===== src/rtl/alu_issue_pkg.sv =====
`default_nettype none
// ============================================================================
// Module      : alu_issue_pkg
// Description : ALU opcode, main-control class and funct3 encodings, plus the
//               issue-stage entry layout shared by the design and its bench.
// Revision    : 1.0 - initial release
// ============================================================================
package alu_issue_pkg;

    localparam int C_XLEN  = 64;
    localparam int C_TAG_W = 5;

    localparam logic [3:0] ALU_AND = 4'b0000;
    localparam logic [3:0] ALU_OR  = 4'b0001;
    localparam logic [3:0] ALU_ADD = 4'b0010;
    localparam logic [3:0] ALU_SUB = 4'b0110;
    localparam logic [3:0] ALU_NOR = 4'b1100;
    localparam logic [3:0] ALU_SLL = 4'b1000;

    localparam logic [1:0] CLS_MEM_ADD    = 2'b00;
    localparam logic [1:0] CLS_BRANCH_SUB = 2'b01;
    localparam logic [1:0] CLS_RTYPE      = 2'b10;
    localparam logic [1:0] CLS_ITYPE      = 2'b11;

    localparam logic [2:0] F3_ADD_SUB = 3'b000;
    localparam logic [2:0] F3_SLL     = 3'b001;
    localparam logic [2:0] F3_NOR     = 3'b100;
    localparam logic [2:0] F3_OR      = 3'b110;
    localparam logic [2:0] F3_AND     = 3'b111;

    typedef struct packed {
        logic [C_XLEN-1:0]  a;
        logic [C_XLEN-1:0]  b;
        logic [3:0]         op;
        logic [C_TAG_W-1:0] tag;
        logic               illegal;
    } alu_entry_t;

endpackage : alu_issue_pkg
`default_nettype wire


===== src/rtl/alu_op_decode.sv =====
`default_nettype none
// ============================================================================
// Module      : alu_op_decode
// Description : Combinational class/funct3/funct7[5] decode to ALU opcode,
//               operand-B selection and illegal flag.
// Revision    : 1.0 - initial release
// ============================================================================
module alu_op_decode
    import alu_issue_pkg::*;
#(
    parameter int XLEN = 64
) (
    input  logic [1:0]      i_alu_class,
    input  logic [2:0]      i_funct3,
    input  logic            i_funct7_b5,
    input  logic            i_alu_src,
    input  logic [XLEN-1:0] i_rs2_val,
    input  logic [XLEN-1:0] i_imm,
    output logic [3:0]      o_op,
    output logic [XLEN-1:0] o_b,
    output logic            o_illegal
);

    logic [XLEN-1:0] w_src;

    always_comb begin
        o_op      = ALU_ADD;
        o_illegal = 1'b0;
        w_src     = i_alu_src ? i_imm : i_rs2_val;
        case (i_alu_class)
            CLS_MEM_ADD:    o_op = ALU_ADD;
            CLS_BRANCH_SUB: o_op = ALU_SUB;
            CLS_RTYPE: begin
                w_src = i_rs2_val;
                case (i_funct3)
                    F3_ADD_SUB: o_op = i_funct7_b5 ? ALU_SUB : ALU_ADD;
                    F3_AND:     o_op = ALU_AND;
                    F3_OR:      o_op = ALU_OR;
                    F3_SLL:     o_op = ALU_SLL;
                    F3_NOR: begin
                        if (i_funct7_b5) o_op = ALU_NOR;
                        else             o_illegal = 1'b1;
                    end
                    default:    o_illegal = 1'b1;
                endcase
            end
            default: begin
                w_src = i_imm;
                case (i_funct3)
                    F3_ADD_SUB: o_op = ALU_ADD;
                    F3_AND:     o_op = ALU_AND;
                    F3_OR:      o_op = ALU_OR;
                    F3_SLL:     o_op = ALU_SLL;
                    default:    o_illegal = 1'b1;
                endcase
            end
        endcase
        // Shift amount is clamped to 6 bits so the ALU never multiplies by 2**B with B > 63.
        o_b = (o_op == ALU_SLL) ? {{(XLEN-6){1'b0}}, w_src[5:0]} : w_src;
    end

endmodule : alu_op_decode
`default_nettype wire


===== src/rtl/alu_issue_stage.sv =====
`default_nettype none
// ============================================================================
// Module      : alu_issue_stage
// Description : ID/EX issue stage producing ALU operands/opcode behind a
//               valid/ready register; ALU_ISSUE_SKID_EN adds a skid entry.
// Revision    : 1.0 - initial release
// ============================================================================
module alu_issue_stage
    import alu_issue_pkg::*;
#(
    parameter int XLEN  = 64,
    parameter int TAG_W = 5
) (
    input  logic             clk,
    input  logic             rst_n,
    input  logic             in_valid,
    output logic             in_ready,
    input  logic [1:0]       alu_class,
    input  logic [2:0]       funct3,
    input  logic             funct7_b5,
    input  logic             alu_src,
    input  logic [XLEN-1:0]  rs1_val,
    input  logic [XLEN-1:0]  rs2_val,
    input  logic [XLEN-1:0]  imm,
    input  logic [TAG_W-1:0] rd_tag,
    input  logic             flush,
    output logic             out_valid,
    input  logic             out_ready,
    output logic [XLEN-1:0]  alu_a,
    output logic [XLEN-1:0]  alu_b,
    output logic [3:0]       alu_op,
    output logic [TAG_W-1:0] out_tag,
    output logic             illegal
);

    typedef struct packed {
        logic [XLEN-1:0]  a;
        logic [XLEN-1:0]  b;
        logic [3:0]       op;
        logic [TAG_W-1:0] tag;
        logic             illegal;
    } entry_t;

    localparam entry_t C_RESET_ENTRY = '{a: '0, b: '0, op: ALU_ADD, tag: '0, illegal: 1'b0};

    logic [3:0]      w_dec_op;
    logic [XLEN-1:0] w_dec_b;
    logic            w_dec_illegal;
    entry_t          w_in_entry;
    logic            w_accept;
    logic            w_xfer;

    entry_t          r_main;
    logic            r_main_valid;
    entry_t          w_main_nxt;
    logic            w_main_valid_nxt;

    alu_op_decode #(
        .XLEN (XLEN)
    ) u_decode (
        .i_alu_class (alu_class),
        .i_funct3    (funct3),
        .i_funct7_b5 (funct7_b5),
        .i_alu_src   (alu_src),
        .i_rs2_val   (rs2_val),
        .i_imm       (imm),
        .o_op        (w_dec_op),
        .o_b         (w_dec_b),
        .o_illegal   (w_dec_illegal)
    );

    assign w_in_entry = '{a: rs1_val, b: w_dec_b, op: w_dec_op, tag: rd_tag, illegal: w_dec_illegal};
    assign w_accept   = in_valid && in_ready;
    assign w_xfer     = r_main_valid && out_ready;

`ifdef ALU_ISSUE_SKID_EN
    entry_t r_skid;
    logic   r_skid_valid;
    logic   r_in_ready;
    entry_t w_skid_nxt;
    logic   w_skid_valid_nxt;

    // Occupancy is encoded by the two valid bits: EMPTY, ONE (main only), FULL.
    always_comb begin
        w_main_nxt       = r_main;
        w_main_valid_nxt = r_main_valid;
        w_skid_nxt       = r_skid;
        w_skid_valid_nxt = r_skid_valid;
        if (flush) begin
            w_main_valid_nxt = 1'b0;
            w_skid_valid_nxt = 1'b0;
        end else if (!r_main_valid) begin
            if (w_accept) begin
                w_main_nxt       = w_in_entry;
                w_main_valid_nxt = 1'b1;
            end
        end else if (!r_skid_valid) begin
            if (w_accept && w_xfer) begin
                w_main_nxt = w_in_entry;
            end else if (w_accept) begin
                w_skid_nxt       = w_in_entry;
                w_skid_valid_nxt = 1'b1;
            end else if (w_xfer) begin
                w_main_valid_nxt = 1'b0;
            end
        end else if (w_xfer) begin
            w_main_nxt       = r_skid;
            w_skid_valid_nxt = 1'b0;
        end
    end

    always_ff @(posedge clk or negedge rst_n) begin
        if (!rst_n) begin
            r_skid       <= C_RESET_ENTRY;
            r_skid_valid <= 1'b0;
            r_in_ready   <= 1'b1;
        end else begin
            r_skid       <= w_skid_nxt;
            r_skid_valid <= w_skid_valid_nxt;
            r_in_ready   <= !w_skid_valid_nxt;
        end
    end

    assign in_ready = r_in_ready;
`else
    always_comb begin
        w_main_nxt       = r_main;
        w_main_valid_nxt = r_main_valid;
        if (flush) begin
            w_main_valid_nxt = 1'b0;
        end else if (w_accept) begin
            w_main_nxt       = w_in_entry;
            w_main_valid_nxt = 1'b1;
        end else if (w_xfer) begin
            w_main_valid_nxt = 1'b0;
        end
    end

    assign in_ready = !r_main_valid || out_ready;
`endif

    always_ff @(posedge clk or negedge rst_n) begin
        if (!rst_n) begin
            r_main       <= C_RESET_ENTRY;
            r_main_valid <= 1'b0;
        end else begin
            r_main       <= w_main_nxt;
            r_main_valid <= w_main_valid_nxt;
        end
    end

    assign out_valid = r_main_valid;
    assign alu_a     = r_main.a;
    assign alu_b     = r_main.b;
    assign alu_op    = r_main.op;
    assign out_tag   = r_main.tag;
    assign illegal   = r_main.illegal;

endmodule : alu_issue_stage
`default_nettype wire


===== config.mk =====
export PLATFORM = sky130hd
export DESIGN_NAME = alu_issue_stage
export DESIGN_NICKNAME = d
export VERILOG_FILES = /design/src/rtl/alu_issue_pkg.sv /design/src/rtl/alu_op_decode.sv /design/src/rtl/alu_issue_stage.sv
export SDC_FILE = /design/constraint.sdc
export NUM_CORES = 1
export LEC_CHECK = 0
export CORE_ASPECT_RATIO = 0.9
export CORE_MARGIN = 4
export CORE_UTILIZATION = 35
export CTS_BUF_LIST = sky130_fd_sc_hd__clkbuf_2
export DETAILED_ROUTE_END_ITERATION = 8
export PLACE_DENSITY = 0.75
export RECOVER_POWER = 50
export SYNTH_ARGS = -nofsm -noshare
export SYNTH_HDL_FRONTEND = slang
export SYNTH_SLANG_ARGS = --single-unit
export TNS_END_PERCENT = 10

===== constraint.sdc =====
create_clock -name clk -period 1.8 [get_ports clk]
set_clock_uncertainty 0.05 [all_clocks]
set_input_delay 0.18 -clock clk [delete_from_list [all_inputs] [get_ports clk]]
set_output_delay 0.18 -clock clk [all_outputs]
set_load 0.1 [all_outputs]

Word level (Yosys, flattened, before mapping) --
Cells that the tools add are included.
Storage, ports and cells: register bits after elaboration 139, bits of input ports 209, output and inout bits 140, logic and storage cells 39
Cells by class: equal/unequal tests 7, muxes and demuxes 15, bitwise logic cells 1, reduce and logical (&&, ||, !) cells 10
Operators by type and width (number):
- $mux W64 | 2
- $pmux W64 S2 | 1
- $pmux W4 S3 | 2
- $pmux W4 S5 | 1
- $eq A3 B3 Y1 const B | 3
- $mux W1 | 5
- $eq A4 B4 Y1 const B | 1
- $mux W4 | 1
- $pmux W1 S2 | 2
- $reduce_or A4 Y1 | 1
- $eq A3 B1 Y1 const B | 1
- $logic_not A3 Y1 | 1
- $mux W3 | 1
- $reduce_bool A3 Y1 | 1
- $eq A2 B1 Y1 const B | 1
- $eq A2 B2 Y1 const B | 1
- $logic_and A1 B1 Y1 | 2
- $logic_not A2 Y1 | 1
- $reduce_and A2 Y1 | 1
- $reduce_or A2 Y1 | 1
- $logic_not A1 Y1 | 1
- $logic_or A1 B1 Y1 | 1
- $not A1 Y1 | 1

Longest topological paths before layout --
depth in word-level cells 5, depth in mapped cells 7, depth with buffers taken out 4

By module --
A second synthesis with hierarchy kept.
Unflattened totals: cell total of the unflattened synthesis 526, area, all modules 6374.9 sq um
Modules (own cells, without submodules):
- alu_issue_stage | times used 1, cells an instance 297, area an instance 5236.3 sq um, sequential area each 3479.6 sq um
- alu_op_decode | times used 1, cells an instance 229, area an instance 1138.6 sq um, sequential area each 0.0 sq um

Worst setup path after synthesis --
OpenSTA, ideal clock, no wires.
path kind register to register, from register r_main_valid, in the netlist out_valid, to register r_main, in the netlist alu_a[26], setup time 126 ps, arrival time 2107 ps, required time 1624 ps, slack -483 ps, cell stages (with the launch flop) 8, path buffers 4, clock period less this slack 2283 ps, path through dfrtp_1 > nand2b_1 > buf_6 > and2_4 > buf_6 > buf_6 > buf_6 > mux2_4
On the way: longest elaborated chain between the ends 4
Ends and longest elaborated chain:
- start: declaration | RTL line alu_issue_stage.sv:54 | logic r_main_valid;
- start signal: assignment | RTL line alu_issue_stage.sv:148 | r_main_valid <= w_main_valid_nxt;
- $logic_not A1 Y1 | RTL line alu_issue_stage.sv:139 | assign in_ready = !r_main_valid || out_ready;
- $logic_or A1 B1 Y1 | RTL line alu_issue_stage.sv:139
- named net in_ready | RTL line alu_issue_stage.sv:17 | output logic in_ready,
- $logic_and A1 B1 Y1 | RTL line alu_issue_stage.sv:73 | assign w_accept = in_valid && in_ready;
- $reduce_and A2 Y1 (no line)
- end signal: assignment | RTL line alu_issue_stage.sv:147 | r_main <= w_main_nxt;
- end: declaration | RTL line alu_issue_stage.sv:53 | entry_t r_main;
The timed path passes the listed nets, and every way through them passes these cells. A chain may end at the register's enable or synchronous reset.

Worst setup path in the final report --
from input alu_class[1], to register r_main, in the netlist alu_b[10]
On the way: longest elaborated chain between the ends 4, elaborated cells between the ends (all ways) 8, classes of those cells eq/ne (3); mux (3); reduce/logical (2)
Ends and longest elaborated chain:
- start: declaration | RTL line alu_issue_stage.sv:18 | input logic [1:0] alu_class,
- $eq A2 B2 Y1 (tied with other cells) | RTL line alu_op_decode.sv:30 | case (i_alu_class)
- $pmux W4 S3 or $reduce_or A2 Y1 (tied branches)
- $eq A4 B4 Y1 or $pmux W64 S2 (tied branches) | RTL line alu_op_decode.sv:59, alu_op_decode.sv:30
- $mux W64 (*) | RTL line alu_op_decode.sv:59 | o_b = (o_op == ALU_SLL) ? {{(XLEN-6){1'b0}}, w_src[5:0]} : w_src;
Mark *: on every way between the ends. The rest lies on a longest branch, timed or not.

==> results.json <==
{
  "post_synth_instance_area_um2": 5950,
  "design.portCount": 349,
  "count_of_tritonroute_iterations_in_the_first_routing_pass": 4,
  "drtIter0Drc": 188,
  "nets": 1123,
  "synth.ff_latch_count": 139,
  "cts.clk_slew.worst_paths_ps": 210,
  "synth.yosys.seq_area_share": 0.584,
  "power_per_cell_area_nw_per_um2": 1120,
  "first_pass_grt_wire_length_um": 36200,
  "route.detailed.drc": 0,
  "ant_nets_after_route": 0,
  "synth-adder-area-share": 0.00210,
  "dp_hpwl_um": 15500,
  "syn_avg_cell_area_um2": 14.8,
  "cellLeakagePower_nw": 4.96,
  "placement_rows": 44,
  "time_the_worst_path_needs_with_i_o_delays_and_setup_ps": 1760,
  "finalMaxSlewViolations": 0,
  "mux_share_of_post_synthesis_cell_area": 0.258,
  "total_power_mw": 12.5,
  "sequential_cell_area_um2": 3480,
  "max_cap_viol_count": 0,
  "vias_after_detailed_routing": 5586,
  "setup.worst_path.class": "in -> reg",
  "layout-drive-gt1-share": 0.300,
  "synth_simple_gate_area_share": 0.0147,
  "distinct_cell_type_count_after_synthesis": 31,
  "hold_class": "in -> reg",
  "final_hold_viol_count": 0,
  "grt_start_max_net_pins": 55,
  "synth_xor_area_frac": 0,
  "min_period_over_period": 0.980,
  "design.die.area_um2": 19200,
  "power.ir.vdd_worst_uv": 811,
  "post_synth_inst_count": 401,
  "route.detailed.wl_per_inst_um": 20.4,
  "critical_path_start_type": "primary input",
  "synth_top_family_by_area": "multiplexers",
  "synth-compound-area-share": 0.101,
  "setup_viol_count_final": 0,
  "crit_end": "alu_b[10]",
  "crit_path_max_fanout": 8,
  "grt_overflow_total": 0,
  "setup.worst_path.start": "alu_class[1]",
  "postSynthNetCount": 611,
  "first_global_vias": 6369,
  "worst-endpoint-required_ps": 2350,
  "timing.reg2reg.worst_path_depth": 6,
  "die_w_um": 145,
  "slew-limit-headroom": 0.572,
  "coreArea_um2": 16400,
  "timing.hold.worst.start": "imm[27]",
  "worst_skew_pair.late_latency_ps": 680,
  "max_freq_mhz": 567,
  "synth-warning-count": 0,
  "port_buffer_count": 348,
  "cts-htree-levels": 4,
  "stdcell_area_um2": 11100,
  "grt_setup_unrepaired": "true",
  "worst_setup_path_end_kind": "register",
  "area_of_the_multi_input_gates_um2": 2240,
  "gp_congestion": 0.806,
  "clock_sinks": 139,
  "ctsRootBufferMaster": "sky130_fd_sc_hd__clkbuf_2",
  "layout.filler_cells": 1123,
  "antenna_found_initial": 1,
  "floorplan.initialDensity": 0.363,
  "routed_via_density": 4.93,
  "worst_r2r_src": "out_valid",
  "areaGrowthSynthToFinish_pct": 87.2,
  "gr-usage-all-layers": 0.239,
  "run_status": "completed",
  "die-height_um": 132,
  "clk_path_buf_depth": 2,
  "r2r-end": "alu_b[42]",
  "hold_ws_ps": 75.9,
  "reg2reg_slack_ps": 70,
  "tightestPinTransition_ps": 641,
  "clock_buffer_count_from_cts": 17,
  "tritoncts": "yes",
  "dpl-instance-area_um2": 9480,
  "route.final.wire_length_um": 23100,
  "worst-endpoint-arrival_ps": 2310
}
worst min-delay path by stage:
stage          cells after the start  slack (ps)   endpoint
6_report                           3          80  alu_b[27]
5_1_grt                            3           2  alu_b[33]
4_1_cts                            3         0.7  alu_b[28]
3_5_place_dp                       1          50   alu_b[0]
3_3_place_gp                       1          50   alu_b[0]
2_1_floorplan                      0        -170   alu_a[0]
synthesized netlist by cell type (all sizes together):
| master | number | area, µm² |
|---|---|---|
| a211o | 1 | 8.76 |
| a21boi | 1 | 7.51 |
| a21oi | 7 | 35.0 |
| a31oi | 2 | 12.5 |
| a41oi | 1 | 8.76 |
| and2 | 1 | 8.76 |
| buf | 24 | 204 |
| clkbuf | 7 | 26.3 |
| dfrtp | 138 | 3450 |
| dfstp | 1 | 26.3 |
| ha | 1 | 12.5 |
| inv | 2 | 7.51 |
| mux2 | 80 | 923 |
| mux2i | 61 | 611 |
| nand2 | 1 | 3.75 |
| nand2b | 1 | 6.26 |
| nand3 | 3 | 15.0 |
| nand4b | 1 | 8.76 |
| nand4bb | 1 | 11.3 |
| nor2 | 2 | 7.51 |
| nor2b | 2 | 12.5 |
| nor3 | 1 | 5.00 |
| nor4b | 1 | 8.76 |
| o21a | 1 | 7.51 |
| o22ai | 1 | 6.26 |
| o2bb2ai | 59 | 517 |
critical path, stage by stage:
cell and delay, ps:
sky130_fd_sc_hd__clkdlybuf4s50_1 550, sky130_fd_sc_hd__mux2i_4 290, sky130_fd_sc_hd__buf_6 190, sky130_fd_sc_hd__buf_4 220
sky130_fd_sc_hd__mux2i_1 240, sky130_fd_sc_hd__dlygate4sd3_1 580, sky130_fd_sc_hd__o2bb2ai_1 60
power by group:
part,total [mW],switching (mW),internal (mW),leakage [nW]
Clock,1.79,1.14,0.645,0.141
Combinational,6.73,4.87,1.87,3.15
Sequential,3.99,0.343,3.65,1.68
sequential cells by signal, indices dropped and copies added (netlist names):
name	flops
alu_a	64
alu_b	64
alu_op	4
illegal	1
out_tag	5
out_valid	1
cells by family (layout without fill, tap and decap cells):
family	count (synthesis)	after routing
other	0	1
AO/OA/AOI/OAI	73	73
flip-flops	139	139
adder cells (fa/ha/maj)	1	1
multiplexers	141	141
AND/OR/NAND/NOR	14	14
buffers and inverters	33	558
cell usage in the layout, fill, tap and decap left out, drive strengths merged, types with 2 or more instances in the layout:
cell / Yosys / routed
clkdlybuf4s50: 0 / 207
dlygate4sd3: 0 / 147
nor2b: 2 / 2
dfrtp: 138 / 138
buf: 24 / 163
nor2: 2 / 2
a21oi: 7 / 7
mux2i: 61 / 61
nand3: 3 / 3
clkbuf: 7 / 27
mux2: 80 / 80
o2bb2ai: 59 / 59
bufinv: 0 / 2
clkinv: 0 / 8
a31oi: 2 / 2
inv: 2 / 3
per-stage QoR:
stage                     setup TNS, ps  utilization  setup slack (ps)  cells
final                                 0        0.679              36.5   1134
after global placement            -7480        0.578              -188    952
after global routing              -70.5        0.679             -37.1   1134
after detailed placement         -11720        0.578              -227    952
after CTS                         -25.7        0.682             -25.7   1132
after floorplan                   -4160            -              -120    401
layer usage:
metal  vias up  wire (µm)  GRT usage
li1       2522          -          -
met1      2755       8560      0.261
met2       264      12200      0.433
met3        45       1700     0.0794
met4         0        651     0.0876
met5         -          0          0
cell type report:
type | instances | area share
repair buffers | 524 | 0.443
flip-flops and latches | 139 | 0.312
multi-input cells | 229 | 0.201
well taps | 207 | 0.0232
clock inverters | 12 | 0.0111
clock buffers | 20 | 0.00898
inverters | 2 | 0.000673
diodes | 1 | 0.000224
repair_timing:
item,4_1_cts,5_1_grt
buffers inserted,2,0
cloned,0,0
resized for setup,0,2
endpoints found under the setup margin,1,6
endpoints found under the hold margin,253,1
hold buffers,147,1
Power figures use the tool's default switching activity.
